[src/rtl/tlb_host_dma_sched.sv]
`timescale 1ns/1ps
// Round-robin, credit-limited scheduler of per-region TLB DMA commands onto one host DMA port.
// Optional weighted round-robin (s_weight port) is enabled by defining TLB_SCHED_WRR_EN.
module tlb_host_dma_sched #(
    parameter int N_REQ         = 4,
    parameter int ADDR_BITS     = 64,
    parameter int LEN_BITS      = 28,
    parameter int N_OUTSTANDING = 8,
    parameter int ORD_DEPTH     = 16,
    parameter int ID_BITS       = (N_REQ > 1) ? $clog2(N_REQ) : 1
) (
    input  logic                          aclk,
    input  logic                          aresetn,
    input  logic [N_REQ-1:0]              s_req_valid,
    output logic [N_REQ-1:0]              s_req_ready,
    input  logic [N_REQ*ADDR_BITS-1:0]    s_req_paddr,
    input  logic [N_REQ*LEN_BITS-1:0]     s_req_len,
    input  logic [N_REQ-1:0]              s_req_last,
`ifdef TLB_SCHED_WRR_EN
    input  logic [N_REQ*4-1:0]            s_weight,
`endif
    output logic                          m_req_valid,
    input  logic                          m_req_ready,
    output logic [ADDR_BITS-1:0]          m_req_paddr,
    output logic [LEN_BITS-1:0]           m_req_len,
    output logic                          m_req_last,
    output logic                          m_ord_valid,
    input  logic                          m_ord_ready,
    output logic [ID_BITS-1:0]            m_ord_id,
    input  logic [N_REQ-1:0]              done_i
);
    // state | meaning
    // IDLE  | pick an eligible region, accept its command into the output register
    // ISSUE | hold the command on m_req until the host DMA accepts it

    localparam int CW = $clog2(N_OUTSTANDING + 1);
    localparam int AW = $clog2(ORD_DEPTH);
    localparam logic [CW-1:0] CRED_MAX = CW'(N_OUTSTANDING);

    typedef enum logic {S_IDLE, S_ISSUE} state_t;

    state_t                state_q, state_d;
    logic [ID_BITS-1:0]    sel_q, sel_d, rr_q, rr_d, pick, cand, sel_pick, sel_next;
    logic [ID_BITS:0]      sum;
    logic                  found, push, push_en, pop, full, empty;
    logic [ADDR_BITS-1:0]  paddr_q, paddr_d;
    logic [LEN_BITS-1:0]   len_q, len_d;
    logic                  last_q, last_d, err_q, err_d;
    logic [CW-1:0]         credit_q [N_REQ];
    logic [CW-1:0]         credit_d [N_REQ];
    logic [N_REQ-1:0]      elig;
    logic [ADDR_BITS-1:0]  paddr_a [N_REQ];
    logic [LEN_BITS-1:0]   len_a [N_REQ];
    logic [ID_BITS-1:0]    ord_mem_q [ORD_DEPTH];
    logic [ID_BITS-1:0]    ord_mem_d [ORD_DEPTH];
    logic [AW-1:0]         wr_ptr_q, wr_ptr_d, rd_ptr_q, rd_ptr_d;
    logic [AW:0]           cnt_q, cnt_d;

`ifdef TLB_SCHED_WRR_EN
    logic [3:0]            w_a [N_REQ];
    logic [4:0]            burst_q, burst_d, burst_inc;
    logic [ID_BITS-1:0]    hold_id_q, hold_id_d;
    logic                  hold;
`endif

    always_comb begin
        for (int i = 0; i < N_REQ; i++) begin
            paddr_a[i] = s_req_paddr[i*ADDR_BITS +: ADDR_BITS];
            len_a[i]   = s_req_len[i*LEN_BITS +: LEN_BITS];
            elig[i]    = s_req_valid[i] && (credit_q[i] != '0);
`ifdef TLB_SCHED_WRR_EN
            w_a[i]     = s_weight[i*4 +: 4];
`endif
        end
    end

    // First eligible region at or after the RR pointer, wrapping modulo N_REQ.
    always_comb begin
        found = 1'b0;
        pick  = '0;
        cand  = '0;
        sum   = '0;
        for (int k = 0; k < N_REQ; k++) begin
            sum = {1'b0, rr_q} + (ID_BITS+1)'(k);
            if (sum >= (ID_BITS+1)'(N_REQ)) sum = sum - (ID_BITS+1)'(N_REQ);
            cand = sum[ID_BITS-1:0];
            if (!found && elig[cand]) begin
                found = 1'b1;
                pick  = cand;
            end
        end
    end

    assign sel_next = (sel_q == ID_BITS'(N_REQ - 1)) ? '0 : sel_q + 1'b1;

`ifdef TLB_SCHED_WRR_EN
    assign hold      = (burst_q != '0) && elig[hold_id_q];
    assign sel_pick  = hold ? hold_id_q : pick;
    assign burst_inc = burst_q + 5'd1;
`else
    assign sel_pick  = pick;
`endif

    always_comb begin
        state_d     = state_q;
        sel_d       = sel_q;
        rr_d        = rr_q;
        paddr_d     = paddr_q;
        len_d       = len_q;
        last_d      = last_q;
        s_req_ready = '0;
        push        = 1'b0;
`ifdef TLB_SCHED_WRR_EN
        burst_d     = burst_q;
        hold_id_d   = hold_id_q;
`endif
        case (state_q)
            S_IDLE: begin
                if (found && !full) begin
                    s_req_ready[sel_pick] = 1'b1;
                    sel_d   = sel_pick;
                    paddr_d = paddr_a[sel_pick];
                    len_d   = len_a[sel_pick];
                    last_d  = s_req_last[sel_pick];
                    state_d = S_ISSUE;
`ifdef TLB_SCHED_WRR_EN
                    burst_d   = hold ? burst_q : '0;
                    hold_id_d = sel_pick;
`endif
                end
            end
            S_ISSUE: begin
                if (m_req_ready) begin
                    push    = 1'b1;
                    state_d = S_IDLE;
`ifdef TLB_SCHED_WRR_EN
                    // Pointer rotates only once the winner has used up its w+1 grants.
                    if (burst_inc > {1'b0, w_a[sel_q]}) begin
                        burst_d = '0;
                        rr_d    = sel_next;
                    end else begin
                        burst_d = burst_inc;
                    end
`else
                    rr_d    = sel_next;
`endif
                end
            end
            default: state_d = S_IDLE;
        endcase
    end

    // A completion and an issue in the same cycle for one region cancel out.
    always_comb begin
        err_d = err_q;
        for (int i = 0; i < N_REQ; i++) begin
            credit_d[i] = credit_q[i];
            if (push && (sel_q == ID_BITS'(i)) && !done_i[i]) begin
                credit_d[i] = credit_q[i] - 1'b1;
            end else if (done_i[i] && !(push && (sel_q == ID_BITS'(i)))) begin
                if (credit_q[i] == CRED_MAX) err_d = 1'b1;
                else                         credit_d[i] = credit_q[i] + 1'b1;
            end
        end
    end

    assign full    = (cnt_q == (AW+1)'(ORD_DEPTH));
    assign empty   = (cnt_q == '0);
    assign pop     = !empty && m_ord_ready;
    assign push_en = push && (!full || pop);

    always_comb begin
        ord_mem_d = ord_mem_q;
        if (push_en) ord_mem_d[wr_ptr_q] = sel_q;
        wr_ptr_d = wr_ptr_q + AW'(push_en);
        rd_ptr_d = rd_ptr_q + AW'(pop);
        cnt_d    = cnt_q;
        if (push_en && !pop)      cnt_d = cnt_q + 1'b1;
        else if (!push_en && pop) cnt_d = cnt_q - 1'b1;
    end

    always_ff @(posedge aclk or negedge aresetn) begin
        if (!aresetn) begin
            state_q  <= S_IDLE;
            sel_q    <= '0;
            rr_q     <= '0;
            paddr_q  <= '0;
            len_q    <= '0;
            last_q   <= 1'b0;
            err_q    <= 1'b0;
            wr_ptr_q <= '0;
            rd_ptr_q <= '0;
            cnt_q    <= '0;
            for (int i = 0; i < N_REQ; i++) credit_q[i] <= CRED_MAX;
`ifdef TLB_SCHED_WRR_EN
            burst_q   <= '0;
            hold_id_q <= '0;
`endif
        end else begin
            state_q  <= state_d;
            sel_q    <= sel_d;
            rr_q     <= rr_d;
            paddr_q  <= paddr_d;
            len_q    <= len_d;
            last_q   <= last_d;
            err_q    <= err_d;
            wr_ptr_q <= wr_ptr_d;
            rd_ptr_q <= rd_ptr_d;
            cnt_q    <= cnt_d;
            for (int i = 0; i < N_REQ; i++) credit_q[i] <= credit_d[i];
`ifdef TLB_SCHED_WRR_EN
            burst_q   <= burst_d;
            hold_id_q <= hold_id_d;
`endif
        end
    end

    always_ff @(posedge aclk) begin
        ord_mem_q <= ord_mem_d;
    end

    assign m_req_valid = (state_q == S_ISSUE);
    assign m_req_paddr = paddr_q;
    assign m_req_len   = len_q;
    assign m_req_last  = last_q;
    assign m_ord_valid = !empty;
    assign m_ord_id    = ord_mem_q[rd_ptr_q];

endmodule

[config.mk]
export PLATFORM = sky130hd
export DESIGN_NAME = tlb_host_dma_sched
export DESIGN_NICKNAME = d
export VERILOG_FILES = /design/src/rtl/tlb_host_dma_sched.sv
export SDC_FILE = /design/constraint.sdc
export NUM_CORES = 1
export LEC_CHECK = 0
export ABC_AREA = 1
export BUFFER_PORTS_ARGS = -buffer_cell sky130_fd_sc_hd__buf_2
export CAP_MARGIN = 0
export CORE_AREA = 10 10 180 182
export CTS_BUF_LIST = sky130_fd_sc_hd__clkbuf_2
export CTS_CLUSTER_SIZE = 30
export DETAILED_ROUTE_END_ITERATION = 8
export DIE_AREA = 0 0 190 192
export PLACE_DENSITY = 0.75
export SETUP_SLACK_MARGIN = 0.5
export SYNTH_ARGS = -nofsm -noshare
export SYNTH_HDL_FRONTEND = slang
export SYNTH_SLANG_ARGS = --single-unit
[constraint.sdc]
create_clock -name aclk -period 5 [get_ports aclk]
set_input_delay 0.5 -clock aclk [delete_from_list [all_inputs] [get_ports aclk]]
set_output_delay 0.5 -clock aclk [all_outputs]
set_load 0.005 [all_outputs]
* Word-level counts from Yosys, hierarchy flattened *
Cells that the tools add are included.

cells by class
  add/subtract/negate cells = 20
  bitwise gates (word level) = 4
  order comparisons = 14
  equal/unequal tests = 12
  reduce and logical (&&, ||, !) cells = 59
  mux-type cells = 58

operators with widths
  cell                   count
  $bmux W64 S2           1
  $mux W64               2
  $bmux W28 S2           1
  $mux W28               2
  $mux W4                14
  $bwmux W32             1
  $logic_and A1 B1 Y1    26
  $mux W2                12
  $add A4 B1 Y4 const B  4
  $eq A4 B4 Y1 const B   4
  $reduce_bool A4 Y1     4
  $sub A4 B1 Y4 const B  4
  $logic_not A1 Y1       15
  $lt A2 B3 Y1 const B   5
  $mux W1                14
  $ge A3 B3 Y1 const B   4
  $reduce_and A2 Y1      6
  $bmux W1 S2            5
  $ge A5 B5 Y1 const B   2
  $mux W5                2
  $not A4 Y5             2
  $reduce_bool A2 Y1     5
  $add A4 B1 Y4          2
  $bmux W2 S4            1
  21 further kinds       29

word-level totals
  output and inout bits = 101
  logic and storage cells = 196
  bits of input ports = 384
  bits in registers = 159

* Longest topological paths before layout *
  depth after elaboration = 20
  mapped depth = 16
  gate-level depth less buffers = 14

* Least setup slack after synthesis *
OpenSTA, ideal clock, no wires.

  path type = reg2reg
  start = register cnt_q[1]
  end = register cnt_q[4]
  required time = 4.875 ns
  arrival time = 2.447 ns
  path slack = 2.428 ns
  setup time = 0.125 ns
  buffers on the path = 0
  period minus slack after synthesis = 2.572 ns
  stages on the path, launching flop included = 14
  path through = dfrtp_1 > nor4_1 > nand2_1 > nand2_1 > a31oi_1 > ha_1 > inv_1 > ha_1 > a21o_1 > a21oi_1 > nand2_1 > nand2_1 > nor2_1 > xor2_1

between the ends
  cells in the longest elaborated chain, start to end = 8
  elaborated cells on any way between the ends = 16
  classes of those cells = 2 x add/sub; 1 x eq/ne; 2 x mux; 11 x reduce/logical

ends and longest elaborated chain
  what                          RTL line  RTL
  from (decl)                   57        logic [AW:0] cnt_q, cnt_d;
  from (signal assigned)        209       cnt_q <= cnt_d;
  $logic_not A5 Y1 *            168       assign empty = (cnt_q == '0);
  $logic_not A1 Y1 *            n/a
  named net m_ord_valid         27        output logic m_ord_valid,
  $logic_and A1 B1 Y1 *         169       assign pop = !empty && m_ord_ready;
  $logic_or A1 B1 Y1            170       assign push_en = push && (!full || pop);
  $logic_and A1 B1 Y1           170
  $logic_not A1 Y1              179       else if (!push_en && pop) cnt_d = cnt_q - 1'b1;
  $logic_and A1 B1 Y1           179
  $reduce_bool A2 Y1 (no line)  n/a

Mark *: on every way through the listed nets, which the timed path passes. The rest lies on a longest branch. The select of a mux whose other input is x is not followed.
A chain may end at the register's enable or synchronous reset.

* Worst setup path in the final report *
  start = register rr_q[0]
  end = register len_q[14], in the netlist m_req_len[14]

between the ends
  cells in the longest elaborated chain, start to end = 18
  elaborated cells on any way between the ends = 43
  classes of those cells = 7 x add/sub; 4 x order compare; 23 x mux; 1 x bitwise; 8 x reduce/logical

ends and longest elaborated chain
  what                                                                    RTL line  RTL
  from (decl)                                                             43        logic [ID_BITS-1:0] sel_q, sel_d, rr_q, rr_d, pick, cand, sel_pick, sel_next;
  from (signal assigned)                                                  202       rr_q <= rr_d;
  parallel branches: the longest is 18 deep, another holds $add A2 B1 Y3  n/a
  to (signal assigned)                                                    204       len_q <= len_d;
  to (decl)                                                               47        logic [LEN_BITS-1:0] len_q, len_d;

Several ways; the timed one is not identified. The select of a mux whose other input is x is not followed.

==> impl_metrics.yaml <==
placement:
  place.gp.congestion: 0.936
  i_o_buffers: 484
  place_hpwl_mm: 33.8
  placedInstanceArea_mm2: 0.0126
timing:
  rsz_0062_raised_after_global_routing: "true"
  timing.clock.skew_ns: 0.0771
  whs_ns: 0.0798
  timing_max_transition_violations_final: 0
  timing.slew.headroom_pct: 22.0
  max_freq_mhz: 235
  setup_tns_ns: 0
  hold_violations: 0
  timing_worst_slew_pin_value_ns: 1.17
  period_minus_slack_ns: 4.26
  report.final.setup_viol: 0
  portion_of_the_clock_cycle_consumed_by_the_worst_path_in_the_final_layout_pct: 85.3
clock_network:
  tritoncts: "yes"
  clock_tree.root_cell: "sky130_fd_sc_hd__clkbuf_2"
  cts.reportedPaths.clkPinSlew_ns: 0.28
  worst_skew_pair.late_latency_ns: 0.81
  cts.htree.levels: 4
  cts_buffer_depth: 2
  cts_sinks: 159
  number_of_buffers_inserted_during_clock_tree_synthesis: 17
setup_path:
  required_ns: 5.69
  timing.critical_path.cells: "inv_2, nand3_1, nand2_1, nand2_1, nand2_1, nand2_1, nand2_1, nand2_1, nand3_4, buf_4, nand2_1, nand3_1, dlygate4sd3_1, nand3_1, dlygate4sd3_1, nand2_1"
  crit_fanout: 35
  worst-setup-path-type: "reg2reg"
  cp_slowest_cell: "sky130_fd_sc_hd__dfrtp_1"
  timing.critical_path.slowest_cell_delay_ns: 0.69
  critical_path.most_common_cell: "sky130_fd_sc_hd__nand2_1"
  type_of_element_launching_the_critical_path: "flip-flop"
  worst_setup_path_end_kind: "flip-flop"
  worst-endpoint-arrival_ns: 4.95
routing:
  drt_iter0_markers: 1193
  detail_route.wl_per_cell_um: 20.5
  dr.pass1.iters: 6
  detail_route.vias_per_cell: 5.36
  drc: 0
  wl_mm: 50.6
  detail-route-antenna-nets: 0
  vias: 13225
yosys:
  post_synth_num_cell_types: 34
  yosysTopAreaCell: "sky130_fd_sc_hd__dfrtp_1"
  synthDominantCellAreaShare_pct: 30.5
  synth.area.top_cells: "sky130_fd_sc_hd__dfrtp_1 31%, sky130_fd_sc_hd__nand3_1 20%, sky130_fd_sc_hd__nand2_1 19%"
  ys_warn_count: 0
  netlist_area_before_placement_mm2: 0.0101
  post_synth_inst_count: 1410
  syn_area_per_cell_um2: 7.16
  syn-num-nets: 1823
  yosysSeqAreaShare_pct: 41.1
  synth.ff_latch_count: 159
floorplan:
  core_mm2: 0.0286
  site_row_count: 62
  fp.dieW_um: 190
  fp.dieArea_mm2: 0.0365
  die_height_um: 192
  initial_core_utilization_pct: 35.3
  io-pin-count: 485
power:
  post-layout-total-power_w: 0.0137
  power.static_leakage_nw: 7.73
  vdd.ir_drop.worst_v: 0.000424
  power.density_mw_per_mm2: 894
global_route:
  wire_length_of_the_first_global_routing_pass_mm: 73.4
  grt_overflow_total: 0
  globalRouteTotalUtil_pct: 25.4
  antenna_found_initial: 8
  grt_max_degree: 100
  via_count_of_the_first_global_routing_pass: 13156
finish:
  drive_gt1_share_pct: 26.5
  final_nets: 2479
  nFillCells: 2552
  layout-area-overhead-vs-synth_pct: 51.4
  final_cell_area_mm2: 0.0153
outcome:
  status: "completed"
hold_path:
  hold_path.class: "in2reg"
job:
  drv.max_cap_violation_count: 0
## registers in the layout, summed over array words and instances, names as in the netlist
register and flops:
m_req_last 1, m_req_valid 1, ord_mem_q 32, sel_q 2, cnt_q 5, m_req_len 28
m_req_paddr 64, rd_ptr_q 4, credit_q 16, wr_ptr_q 4, rr_q 2
## what timing repair did
item	CTS	global route
gates resized for setup	0	4
hold buffers	231	1
endpoints found under the setup margin	0	20
endpoints found under the hold margin	174	1
setup buffers	0	0
## metal layers
metal  GRT usage (%)  wire length [µm]  vias to the layer above
met3            7.69              5450                      200
met2            44.3             24900                      937
li1                -                 -                     5999
met4            11.1              2390                        4
met1            28.0             17800                     6085
met5               0                25                        -
## critical path: cells and delay by family, from the launching register on
kind / cells / cell delay [ns]
buffers and inverters: 4 / 1.78
DFF: 1 / 0.69
and+or+nand+nor: 12 / 1.69
## final timing paths
kind                                 startpoint         endpoint  slack (ns)  cells after the start
min in group asynchronous               aresetn  m_req_paddr[18]        0.27                      2
worst max register to register          rr_q[0]    m_req_len[14]        0.74                     16
worst min-delay path            s_req_paddr[88]  m_req_paddr[24]        0.08                      5
max in group asynchronous               aresetn    m_req_len[27]        3.57                      3
worst max-delay path                    rr_q[0]    m_req_len[14]        0.74                     16
worst min register to register     credit_q[12]     credit_q[12]        0.51                      1
## final cells by class
type / instances / area, µm² / share of cell area, %
clock buffer: 17 / 85.1 / 0.557
timing repair buffer: 728 / 4860 / 31.8
clock inverter: 15 / 195 / 1.28
sequential: 159 / 4140 / 27.1
multi-input combinational: 1111 / 5310 / 34.8
antenna: 6 / 15.0 / 0.0983
inverter: 49 / 189 / 1.24
tap: 384 / 480 / 3.15
## logic make-up (layout without fill, tap and decap cells)
group / Yosys count / in the layout / share of synthesized area, %
simple gates: 995 / 998 / 42.4
flops: 159 / 159 / 41.1
compound gates: 66 / 66 / 3.63
other cells: 0 / 6 / 0
xor+xnor: 18 / 18 / 1.75
buf+inv: 143 / 809 / 7.14
fa+ha+maj: 29 / 29 / 3.97
## through the flow
step | instances | setup slack (ns) | util [%]
global route | 2466 | 0.475 | 53.3
global placement | 2196 | 1.49 | 44.1
finish | 2469 | 0.736 | 53.4
CTS | 2459 | 0.502 | 53.1
detailed placement | 2196 | 1.42 | 44.1
floorplan | 1410 | 2.43 | -
## synth_stat cells (all sizes together)
library cell,number
nand2,522
nand3,402
dfrtp,123
buf,72
nor2,65
inv,49
o21ai,36
edfxtp,32
ha,24
clkbuf,22
a21oi,12
xnor2,10
xor2,8
o22ai,7
fa,5
a211oi,4
dfstp,4
a21o,2
a31oi,2
nand4,2
nor3,2
o221ai,2
nor4,1
o211ai,1
or2,1
## power breakdown
group | switching, W | internal, W | total, W
clock | 0.000578 | 0.000261 | 0.000839
combinational | 0.00637 | 0.00402 | 0.0104
sequential | 0.000460 | 0.00197 | 0.00243
total | 0.00741 | 0.00625 | 0.0137
## cells in the final DEF (no fill, tap or decap), types with 3 or more instances in the layout
cell type,n
sky130_fd_sc_hd__nand3_1,398
sky130_fd_sc_hd__dfstp_2,4
sky130_fd_sc_hd__edfxtp_1,32
sky130_fd_sc_hd__a21oi_1,12
sky130_fd_sc_hd__nand2_4,4
sky130_fd_sc_hd__diode_2,6
sky130_fd_sc_hd__o21ai_0,36
sky130_fd_sc_hd__inv_6,3
sky130_fd_sc_hd__xor2_1,8
sky130_fd_sc_hd__dfrtp_1,123
sky130_fd_sc_hd__xnor2_1,9
sky130_fd_sc_hd__o22ai_1,7
sky130_fd_sc_hd__clkbuf_2,17
sky130_fd_sc_hd__inv_1,45
sky130_fd_sc_hd__ha_1,24
sky130_fd_sc_hd__nand3_4,3
sky130_fd_sc_hd__nand2_1,517
sky130_fd_sc_hd__a211oi_1,4
sky130_fd_sc_hd__dlygate4sd3_1,232
sky130_fd_sc_hd__fa_1,5
sky130_fd_sc_hd__nor2_1,64
sky130_fd_sc_hd__inv_8,5
sky130_fd_sc_hd__buf_4,10
sky130_fd_sc_hd__buf_2,483
Power figures use the tool's default switching activity.
